[src/rtl/counter_ctrl_pkg.sv]
// counter_ctrl_pkg
//   Shared types for the command-driven interval timer: controller states
//   and command opcodes as they appear on cmd_op.
package counter_ctrl_pkg;

    typedef enum logic [1:0] {
        IDLE   = 2'd0,
        RUN    = 2'd1,
        PAUSED = 2'd2,
        DONE   = 2'd3
    } state_e;

    typedef enum logic [1:0] {
        OP_START  = 2'd0,
        OP_STOP   = 2'd1,
        OP_PAUSE  = 2'd2,
        OP_RESUME = 2'd3
    } op_e;

endpackage

[src/rtl/counter_ctrl_tick_prescaler.sv]
// tick_prescaler
//   PRESCALE_W-bit divider producing one tick every prescale+1 enabled cycles.
//   Ports:
//     clk       clock, posedge
//     rst       synchronous active-low reset
//     en        advance the divider this cycle (frozen when low)
//     clr       zero the divider (has priority over en)
//     prescale  terminal value of the divider
//     tick      combinational: divider at terminal value and en high
module tick_prescaler #(
    parameter int PRESCALE_W = 4
) (
    input  logic                  clk,
    input  logic                  rst,
    input  logic                  en,
    input  logic                  clr,
    input  logic [PRESCALE_W-1:0] prescale,
    output logic                  tick
);

    logic [PRESCALE_W-1:0] div;

    assign tick = en && (div == prescale);

    always_ff @(posedge clk) begin
        if (!rst) begin
            div <= '0;
        end else if (clr) begin
            div <= '0;
        end else if (en) begin
            if (div == prescale) begin
                div <= '0;
            end else begin
                div <= div + 1'b1;
            end
        end
    end

endmodule

[src/rtl/counter_ctrl.sv]
// counter_ctrl
//   Programmable interval timer sequencer. Accepts START/STOP/PAUSE/RESUME
//   commands, prescales the clock, counts ticks up to a terminal count and
//   signals each expiry with a one-cycle pulse and a sticky irq.
//   Ports:
//     clk, rst       clock (posedge) and synchronous active-low reset
//     cmd_valid/ready command handshake (cmd_ready registered)
//     cmd_op         0=START 1=STOP 2=PAUSE 3=RESUME
//     cmd_periodic   START only: periodic (1) or one-shot (0)
//     cmd_limit      START only: terminal count
//     cmd_prescale   START only: one tick every prescale+1 cycles
//     irq_clr        clears irq (an expiry on the same edge wins)
//     count, busy, expire, irq  registered status outputs
//
//   state  | meaning
//   IDLE   | reset / stopped, count held at 0
//   RUN    | prescaler and count advancing
//   PAUSED | count and prescaler frozen
//   DONE   | one-shot expired, count held at limit
module counter_ctrl
    import counter_ctrl_pkg::*;
#(
    parameter int WIDTH      = 8,
    parameter int PRESCALE_W = 4
) (
    input  logic                  clk,
    input  logic                  rst,
    input  logic                  cmd_valid,
    output logic                  cmd_ready,
    input  logic [1:0]            cmd_op,
    input  logic                  cmd_periodic,
    input  logic [WIDTH-1:0]      cmd_limit,
    input  logic [PRESCALE_W-1:0] cmd_prescale,
    input  logic                  irq_clr,
    output logic [WIDTH-1:0]      count,
    output logic                  busy,
    output logic                  expire,
    output logic                  irq
);

    state_e                state;
    logic [WIDTH-1:0]      lim_q;
    logic [PRESCALE_W-1:0] psc_q;
    logic                  per_q;
    op_e                   op;
    logic                  accept;
    logic                  psc_clr;
    logic                  psc_en;
    logic                  tick;

    assign op      = op_e'(cmd_op);
    assign accept  = cmd_valid && cmd_ready;
    assign psc_clr = accept && (op == OP_START || op == OP_STOP);
    // Any accepted command owns the edge: the prescaler does not step, so a
    // coinciding tick is discarded and a PAUSE freezes on exactly this edge.
    assign psc_en  = (state == RUN) && !accept;

    tick_prescaler #(
        .PRESCALE_W (PRESCALE_W)
    ) u_prescaler (
        .clk      (clk),
        .rst      (rst),
        .en       (psc_en),
        .clr      (psc_clr),
        .prescale (psc_q),
        .tick     (tick)
    );

    always_ff @(posedge clk) begin
        if (!rst) begin
            state     <= IDLE;
            count     <= '0;
            lim_q     <= '0;
            psc_q     <= '0;
            per_q     <= 1'b0;
            expire    <= 1'b0;
            irq       <= 1'b0;
            busy      <= 1'b0;
            cmd_ready <= 1'b0;
        end else begin
            cmd_ready <= 1'b1;
            expire    <= 1'b0;
            if (irq_clr) begin
                irq <= 1'b0;
            end

            if (accept) begin
                case (op)
                    OP_START: begin
                        count <= '0;
                        lim_q <= cmd_limit;
                        psc_q <= cmd_prescale;
                        per_q <= cmd_periodic;
                        state <= RUN;
                        busy  <= 1'b1;
                    end
                    OP_STOP: begin
                        count <= '0;
                        state <= IDLE;
                        busy  <= 1'b0;
                    end
                    OP_PAUSE: begin
                        if (state == RUN) begin
                            state <= PAUSED;
                        end
                    end
                    OP_RESUME: begin
                        if (state == PAUSED) begin
                            state <= RUN;
                        end
                    end
                    default: ;
                endcase
            end else if (tick) begin
                if (count == lim_q) begin
                    expire <= 1'b1;
                    irq    <= 1'b1;
                    if (per_q) begin
                        count <= '0;
                    end else begin
                        state <= DONE;
                        busy  <= 1'b0;
                    end
                end else begin
                    count <= count + 1'b1;
                end
            end
        end
    end

endmodule

[config.mk]
export PLATFORM = sky130hd
export DESIGN_NAME = counter_ctrl
export DESIGN_NICKNAME = d
export VERILOG_FILES = /design/src/rtl/counter_ctrl_pkg.sv /design/src/rtl/counter_ctrl_tick_prescaler.sv /design/src/rtl/counter_ctrl.sv
export SDC_FILE = /design/constraint.sdc
export NUM_CORES = 1
export LEC_CHECK = 0
export CORE_AREA = 5 5 60 62
export DETAILED_ROUTE_END_ITERATION = 7
export DIE_AREA = 0 0 65 67
export PLACE_DENSITY = 0.82
export SKIP_CTS_REPAIR_TIMING = 1
export SYNTH_ARGS = -nofsm -noshare
export SYNTH_HDL_FRONTEND = slang
export SYNTH_SLANG_ARGS = --single-unit
[constraint.sdc]
create_clock -name clk -period 4.8 [get_ports clk]
set_clock_uncertainty 0.15 [all_clocks]
set_input_delay 0.48 -clock clk [delete_from_list [all_inputs] [get_ports clk]]
set_output_delay 0.48 -clock clk [all_outputs]
set_load 0.01 [all_outputs]
# Yosys cells after proc, flatten, opt, wreduce, memory -nomap -nowiden
# Index checks and enable logic that the tools add are counted.
classes:
  add_sub_neg: 2
  mux: 24
  reduce_logical: 16
  bitwise: 2
  n_eq_ne: 13
op_table:
  columns: ["op", "count"]
  rows:
  - ["8-bit two-way mux", 5]
  - ["2-bit two-way mux", 6]
  - ["1-bit two-way mux", 10]
  - ["3-bit inequality test (second input constant)", 3]
  - ["8-bit by 1-bit adder with 8-bit output (second input constant)", 1]
  - ["8-bit equality test", 1]
  - ["2-bit one-hot mux with 4 select lines", 1]
  - ["2-bit equality test (second input constant)", 3]
  - ["5-bit AND reduction", 1]
  - ["4-bit by 1-bit adder with 4-bit output (second input constant)", 1]
  - ["2-bit by 1-bit equality test with 1-bit output (second input constant)", 2]
  - ["4-bit equality test", 1]
  - ["1-bit logical AND", 4]
  - ["4-bit two-way mux", 1]
  - ["4-bit AND reduction", 1]
  - ["2-bit nonzero test", 2]
  - ["2-bit OR reduction", 2]
  - ["3-bit by 1-bit inequality test with 1-bit output (second input constant)", 1]
  - ["3-bit AND reduction", 1]
  - ["3-bit OR reduction", 1]
  - ["2-bit zero test", 1]
  - ["2-bit by 1-bit inequality test with 1-bit output (second input constant)", 1]
  - ["2-bit inequality test (second input constant)", 1]
  - ["1-bit inverter", 2]
  - ["other kinds (4)", 4]
word_totals:
  out_inout_bits: 12
  reg_bits: 31

# Depth between registers and ports, before layout
# Gate-level depths: netlist of run 1.
logic_depth:
  word_depth: 6
  mapped_depth: 7
  ltp_nobuf: 7

# Modules after synthesis
# Synthesis of run 1 repeated with hierarchy kept, for this count alone.
hier_totals:
  hier_cells: 190
  hier_area_um2: 1595.3
modules_own_cells:
  columns: ["module", "n_inst", "cells_each", "area_per_inst_um2"]
  rows:
  - ["counter_ctrl", 1, 165, 1346.3]
  - ["tick_prescaler", 1, 25, 249.0]

# Least setup slack after synthesis of run 1
# OpenSTA, ideal clock, no wires.
synth_timing:
  kind: "input to register"
  startpoint: "input cmd_valid"
  endpoint: "register busy"
  t_arrival_ns: 1.560
  path_slack_ns: 2.975
  stages: 7
  path_cell_list: "and2_4 -> buf_6 -> nor3b_4 -> and2_1 -> buf_6 -> a31oi_1 -> o21a_1"
synth_via:
  elab_chain_len: 6
synth_rtl:
  columns: ["element", "line", "text"]
  rows:
  - ["from (decl)", "counter_ctrl.sv:28", "input logic cmd_valid,"]
  - ["1-bit logical AND (*)", "counter_ctrl.sv:52", "assign accept = cmd_valid && cmd_ready;"]
  - ["1-bit zero test", "counter_ctrl.sv:56", "assign psc_en = (state == RUN) && !accept;"]
  - ["1-bit logical AND", "counter_ctrl.sv:56", null]
  - ["1-bit logical AND", "counter_ctrl_tick_prescaler.sv:23", "assign tick = en && (div == prescale);"]
  - ["2-bit nonzero test (no source line)", null, null]
  - ["4-bit AND reduction (no source line)", null, null]
  - ["to (signal assigned)", "counter_ctrl.sv:78", "busy <= 1'b0;"]
  - ["to (signal assigned)", "counter_ctrl.sv:95", "busy <= 1'b1;"]
  - ["to (signal assigned)", "counter_ctrl.sv:100", "busy <= 1'b0;"]
  - ["to (decl)", "counter_ctrl.sv:36", "output logic busy,"]
# Mark *: on every way between the ends. The rest lies on a longest branch, timed or not.
# A chain may end at the register's enable or synchronous reset.

# Final worst setup path of run 1
# Same ends and word-level chain as after synthesis.

==> results of run 1 <==
==> power by group <==
part,internal [uW],switching (uW)
sequential,262,4.02
combinational,28.6,30.6
clock,67.7,85.1
==> per-stage QoR <==
stage          worst slack, ns  instances  hold WS, ns  area (sq um)
2_1_floorplan            2.975        188       0.2954          1595
3_3_place_gp             2.414        243       0.3062          1876
3_5_place_dp             2.370        243       0.3091          1876
4_1_cts                  2.729        250       0.3219          1932
5_1_grt                  2.584        250       0.3529          1932
6_report                 2.708        250       0.3195          1932
==> final timing paths <==
path | end
worst max register to register | busy$_SDFFE_PN0P_
worst max-delay path | busy$_SDFFE_PN0P_
worst min-delay path | lim_q[3]$_SDFFE_PN0P_
worst min register to register | lim_q[3]$_SDFFE_PN0P_
==> layout by cell type (no fill, tap or decap), types with 4 or more instances in the layout <==
master	synthesis	routed
xor2_1	14	14
clkbuf_4	0	5
ha_1	6	6
a211oi_1	4	4
and3_1	4	4
nand2_1	40	40
nor2_1	14	14
clkdlybuf4s50_1	0	30
dfxtp_1	31	31
inv_1	4	4
a21oi_1	17	17
==> per-layer routing <==
metal	vias up	routed length, um	global-route usage, %
met5	-	0	0
met4	0	63	8.443
met3	6	245	4.553
li1	711	-	-
met2	47	1459	25.54
met1	619	1497	20.99
==> tightest hold or removal path, delay by kind of cell, from the launching register on <==
family	cells	cell delay, ns
AOI/OAI and AO/OA	1	0.05
DFF	1	0.32
and+or+nand+nor	1	0.05
==> Yosys cell counts (all sizes together) (4+ instances only) <==
library cell  number  share of area [%]
and2               6                2.7
dfxtp             31                 39
nor2              14                3.3
ha                 6                4.7
a21oi             19                6.4
clkbuf             4               0.94
o21ai              5                1.6
and3               4                1.6
nand2             40                9.4
inv                4               0.94
a211oi             4                1.9
xor2              14                7.7
==> registers in the layout, indices dropped and copies added, names as in the netlist <==
name,count
busy,1
cmd_ready,1
count,8
expire,1
irq,1
lim_q,8
per_q,1
psc_q,4
state,2
u_prescaler.div,4
==> kinds of logic after synthesis <==
kind of cell / Yosys count / synth area share (%)
flops: 31 / 38.90
mux: 3 / 2.039
compound gates: 40 / 15.84
buf+inv: 12 / 4.783
xor+xnor: 15 / 8.236
fa+ha+maj: 6 / 4.706
simple gates: 81 / 25.49
==> final cells by class <==
| type | instances | area [sq um] |
|---|---|---|
| Tap cell | 33 | 41.29 |
| Sequential cell | 31 | 620.6 |
| Clock inverter | 1 | 5.005 |
| Fill cell | 260 | 1046 |
| Multi-Input combinational cell | 145 | 898.4 |
| Inverter | 4 | 15.01 |
| Clock buffer | 6 | 51.30 |
| Timing Repair Buffer | 30 | 300.3 |
==> reports/results.ini, run 1 <==
[routing]
initialDrtViolationCount=86
detail_route.wirelength_um=3265
detail_route.first_pass.iterations=4
via_count=1383
detail_route.vias_per_cell=5.532
drtAntennaViolNets=0
avgRoutedWirePerCell_um=13.06
drcViolationCount=0

[setup_path]
reg2reg_slack_ns=2.84
max_stage_delay_ns=0.44
worst_r2r_path_depth=5
cp_top_family=simple AND/OR/NAND/NOR gates
cp_num_buf_inv=1
cp_data_arrival_time_ns=2.17
endpoint_kind=flip-flop
required_ns=4.88
cp_cell_sequence=clkdlybuf4s50_1 -> and2_4 -> nor3b_4 -> and2_1 -> a31oi_1 -> o21a_1
start_to_end_type_of_the_worst_setup_path=in -> reg
rr_startpoint=u_prescaler.div[2]$_SDFFE_PP0N_
worstSetupPathDepth=6
critPathMaxFanout=10
worst_setup_path_startpoint=cmd_valid
critical_path.slowest_cell=clkdlybuf4s50_1
setup.worst_path.start_class=input pin

[logic_synthesis]
synthesis.area_sq_mm=0.001595
cells_after_synthesis=188
number_of_enable_flip_flop_cells_after_synthesis=0
yosys_register_bits=31
ffs_w_async_s_r_synth_pct=0
yosysSeqAreaShare_pct=38.90
yosys_most_used_dff=dfxtp_1
syn-num-nets=213
synthDistinctLibCells=41
yosys_warnings=0
average_size_of_a_mapped_cell_sq_um=8.486

[clocking]
cts_root_buffer=clkbuf_4
cts.path.max_buffers=2
clk_pin_slew_worst_paths_ns=0.09
worst_skew_pair.late_latency_ns=0.33
cts-buffers-inserted=5
cts_tree=built
h-tree-depth=2
clock-sinks=31

[sta]
finalSetupTns_ns=0
worst-slew-pin-transition_ns=0.5994
timing.final.setup_violations=0
rsz_0062_raised_after_global_routing=false
layout_worst_path_cycle_share_pct=43.58
timing.fmax_ghz=0.4781
slew_viol_final=0
final_period_minus_worst_setup_slack_ns=2.092
max-slew-margin-rel_pct=60.00
report.final.hold_viol_count=0

[die]
placementRows=20
chipHeight_um=67
floorplan.initialDensity_pct=53.57
die_width_um=65
die_area_sq_mm=0.004355
floorplan.io_pins=31
floorplan.core_area_sq_mm=0.002978

[power]
vdd_ir_drop_max_mv=0.1367
p_leak_uw=0.0007781
design_power_total_uw=477.6
power_density_mw_per_mm2=247.2

[hold_path]
launch_instance_of_the_worst_min_delay_path=lim_q[3]$_SDFFE_PN0P_
hp-class=reg -> reg
worstHoldPathCells=2

[global_routing]
maximum_number_of_pins_on_one_net_before_global_route_repair=21
grt.overflow.total=0
grt_pass1_vias=1255
grt_pass1_wl_um=5575
grtUsageTotal_pct=16.54
grt_antenna_before_repair=0

[placed_design]
dp_hpwl_um=2367
place.port_buffers=30
place_congestion=0.8790

[finish]
layout.core_utilization_pct=64.87
area.growth.synth_to_final_pct=21.10
drive_above_1_share_pct=8.295
final_net_count=242
diodes=0

[run_status]
result_of_the_run=finished, final reports clean

[flow_run]
max_cap_violations=0

(Power assumes the default switching activity.)
==> inputs of run 2 (changes only) <==
- CORE_AREA: 5 5 60 62 -> 5 5 65 67
- DIE_AREA: 0 0 65 67 -> 0 0 70 72
- PLACE_DENSITY: 0.82 -> 0.74
- clock period: 4.8 -> 1.8 ns (I/O delays scaled with it)
==> run 2 against run 1 <==
- sequential share of layout area fell by 4.8 points
- highest routed layer unchanged
- utilization fell by 0.85 points
- first-iteration DRC count rose by 40%
==> reports/results.ini, run 2 (same netlist as run 1, synthesis figures left out) <==
[sta]
layout_worst_path_cycle_share_pct=97.39
worst-slew-pin-transition_ns=0.4922
slew_viol_final=0
final_period_minus_worst_setup_slack_ns=1.753
max-slew-margin-rel_pct=67.18
timing.hold.ws_ns=0.2340
timing.final.setup_violations=0
timing.fmax_ghz=0.5704
worst_slack_ns=0.04691
report.final.hold_viol_count=0

[global_routing]
maximum_number_of_pins_on_one_net_before_global_route_repair=14
grt_antenna_before_repair=0
grt_pass1_wl_um=6216
grtUsageTotal_pct=15.41
grt_pass1_vias=1446
grt.overflow.total=0

[clocking]
h-tree-depth=2
cts.path.max_buffers=2
cts-buffers-inserted=5
clk_pin_slew_worst_paths_ns=0.10
worst_skew_pair.late_latency_ns=0.33
cts_root_buffer=clkbuf_4
cts_tree=built
clock-sinks=31

[power]
power_density_mw_per_mm2=653.0
switching_power_uw=356.8
design_power_total_uw=1496
vdd_ir_drop_max_mv=0.5039
power_switching_share_pct=23.85
cell_internal_pwr_uw=1139
share_seq_of_total_power_pct=47.2
relative_contribution_of_the_clock_network_to_total_power_pct=38.3
pwr-share-comb_pct=14.5
p_leak_uw=0.0009888

[setup_path]
critPathMaxFanout=5
cp_data_arrival_time_ns=1.87
required_ns=1.91
rr_startpoint=u_prescaler.div[0]$_SDFFE_PP0N_
worst_r2r_path_depth=7
cp_top_family=simple AND/OR/NAND/NOR gates
cp_cell_sequence=xor2_1 -> nor4_2 -> buf_4 -> and2_4 -> buf_4 -> nand3_1 -> a21oi_1
max_stage_delay_ns=0.33
cp_num_buf_inv=2
start_to_end_type_of_the_worst_setup_path=reg -> reg
r2r_end=count[1]$_SDFFE_PN0P_
critical_path.slowest_cell=dfxtp_1
endpoint_kind=flip-flop
reg2reg_slack_ns=0.05
critical_path.most_common_cell=buf_4
setup.worst_path.start_class=flip-flop

[routing]
detail_route.wirelength_um=3707
detail_route.first_pass.iterations=4
via_count=1496
drtAntennaViolNets=0
detail_route.vias_per_cell=5.037
avgRoutedWirePerCell_um=12.48
initialDrtViolationCount=120
drcViolationCount=0

[placed_design]
place.port_buffers=30
dp_hpwl_um=2826
preCtsSetupSlack_ns=-0.1337
place_congestion=0.8399

[die]
floorplan.io_pins=31
floorplan.core_area_sq_mm=0.003578
chipHeight_um=72
die_area_sq_mm=0.005040
floorplan.initialDensity_pct=44.58
die_width_um=70
placementRows=22

[finish]
fillers=314
drive_above_1_share_pct=24.50
area.growth.synth_to_final_pct=43.61
final_net_count=273
mostFrequentLayoutCell=nand2_1
diodes=0
largest_registers_ranked_by_flip_flop_count=count (8), lim_q (8)
mostFrequentLayoutCells=nand2_1 (40), buf_4 (30), clkdlybuf4s50_1 (29)

[run_status]
result_of_the_run=finished, final reports clean

[hold_path]
min_to=lim_q[0]$_SDFFE_PN0P_
launch_instance_of_the_worst_min_delay_path=cmd_limit[0]
worstHoldPathCells=3
hp-class=in -> reg

[flow_run]
max_cap_violations=0

-- run 2: changes by cell type in the layout (fill, tap and decap cells not counted), moves of 2 or more --
cell | before | now
a21oi_2 | 2 | 0
a21oi_4 | 0 | 2
dfxtp_1 | 31 | 28
and2_4 | 1 | 3
a211oi_2 | 0 | 3
dfxtp_2 | 0 | 2
buf_4 | 0 | 30
a211oi_1 | 4 | 1
-- run 2: worst register-to-register path: stages, from the launching register on --
cell	delay, ns
dfxtp_1	0.33
xor2_1	0.17
nor4_2	0.32
buf_4	0.18
and2_4	0.16
buf_4	0.12
nand3_1	0.08
a21oi_1	0.17
-- run 2: worst max-delay path by stage --
stage	to	slack [ns]	start	depth (start not counted)
after global placement	count[5]$_SDFFE_PN0P_	-0.09	cmd_op[0]	9
after global routing	count[0]$_SDFFE_PN0P_	-0.04	u_prescaler.div[0]$_SDFFE_PP0N_	7
after CTS	count[5]$_SDFFE_PN0P_	-0.01	u_prescaler.div[2]$_SDFFE_PP0N_	7
after detailed placement	count[5]$_SDFFE_PN0P_	-0.13	cmd_op[0]	9
after floorplan	count[2]$_SDFFE_PN0P_	0.09	count[5]$_SDFFE_PN0P_	5
final	count[1]$_SDFFE_PN0P_	0.05	u_prescaler.div[0]$_SDFFE_PP0N_	7
-- run 2: through the flow --
step	TNS (ns)	area, sq um	std cells	util [%]
final	0	2291	297	64.02
after global routing	-0.1272	2291	297	64.02
after CTS	-0.01433	2241	299	62.62
after detailed placement	-1.958	2155	291	60.21
after global placement	-0.9948	2155	291	60.21
after floorplan	0	1595	188	-
-- run 2: layout make-up --
class / count / area [sq um] / share of cell area [%]
tap: 48 / 60.06 / 2.622
clock buffer: 6 / 51.30 / 2.239
multi-input combinational: 145 / 954.7 / 41.67
timing repair buffer: 61 / 548.0 / 23.92
clock inverter: 2 / 35.03 / 1.529
inverter: 4 / 15.01 / 0.6554
sequential: 31 / 626.9 / 27.36
-- run 2: power groups by stage --
stage          registers (uW)  clock network [uW]  logic, uW
2_1_floorplan             723                   0        102
3_3_place_gp              723                   0        196
3_5_place_dp              724                   0        200
4_1_cts                   708                 577        202
5_1_grt                   708                 597        236
6_report                  706                 573        217
-- run 2: per-layer routing --
metal	wire, um	GRT usage, %	vias up
met2	1710	25.39	57
met4	83	7.660	0
li1	-	-	768
met5	0	0	-
met1	1666	18.45	662
met3	247	4.432	9
==> inputs of run 3 (changes only) <==
- GPL_ROUTABILITY_DRIVEN: not set -> 0
==> results of run 3 <==
Same layout as run 2: the final DEF is identical, and so are final timing and power.
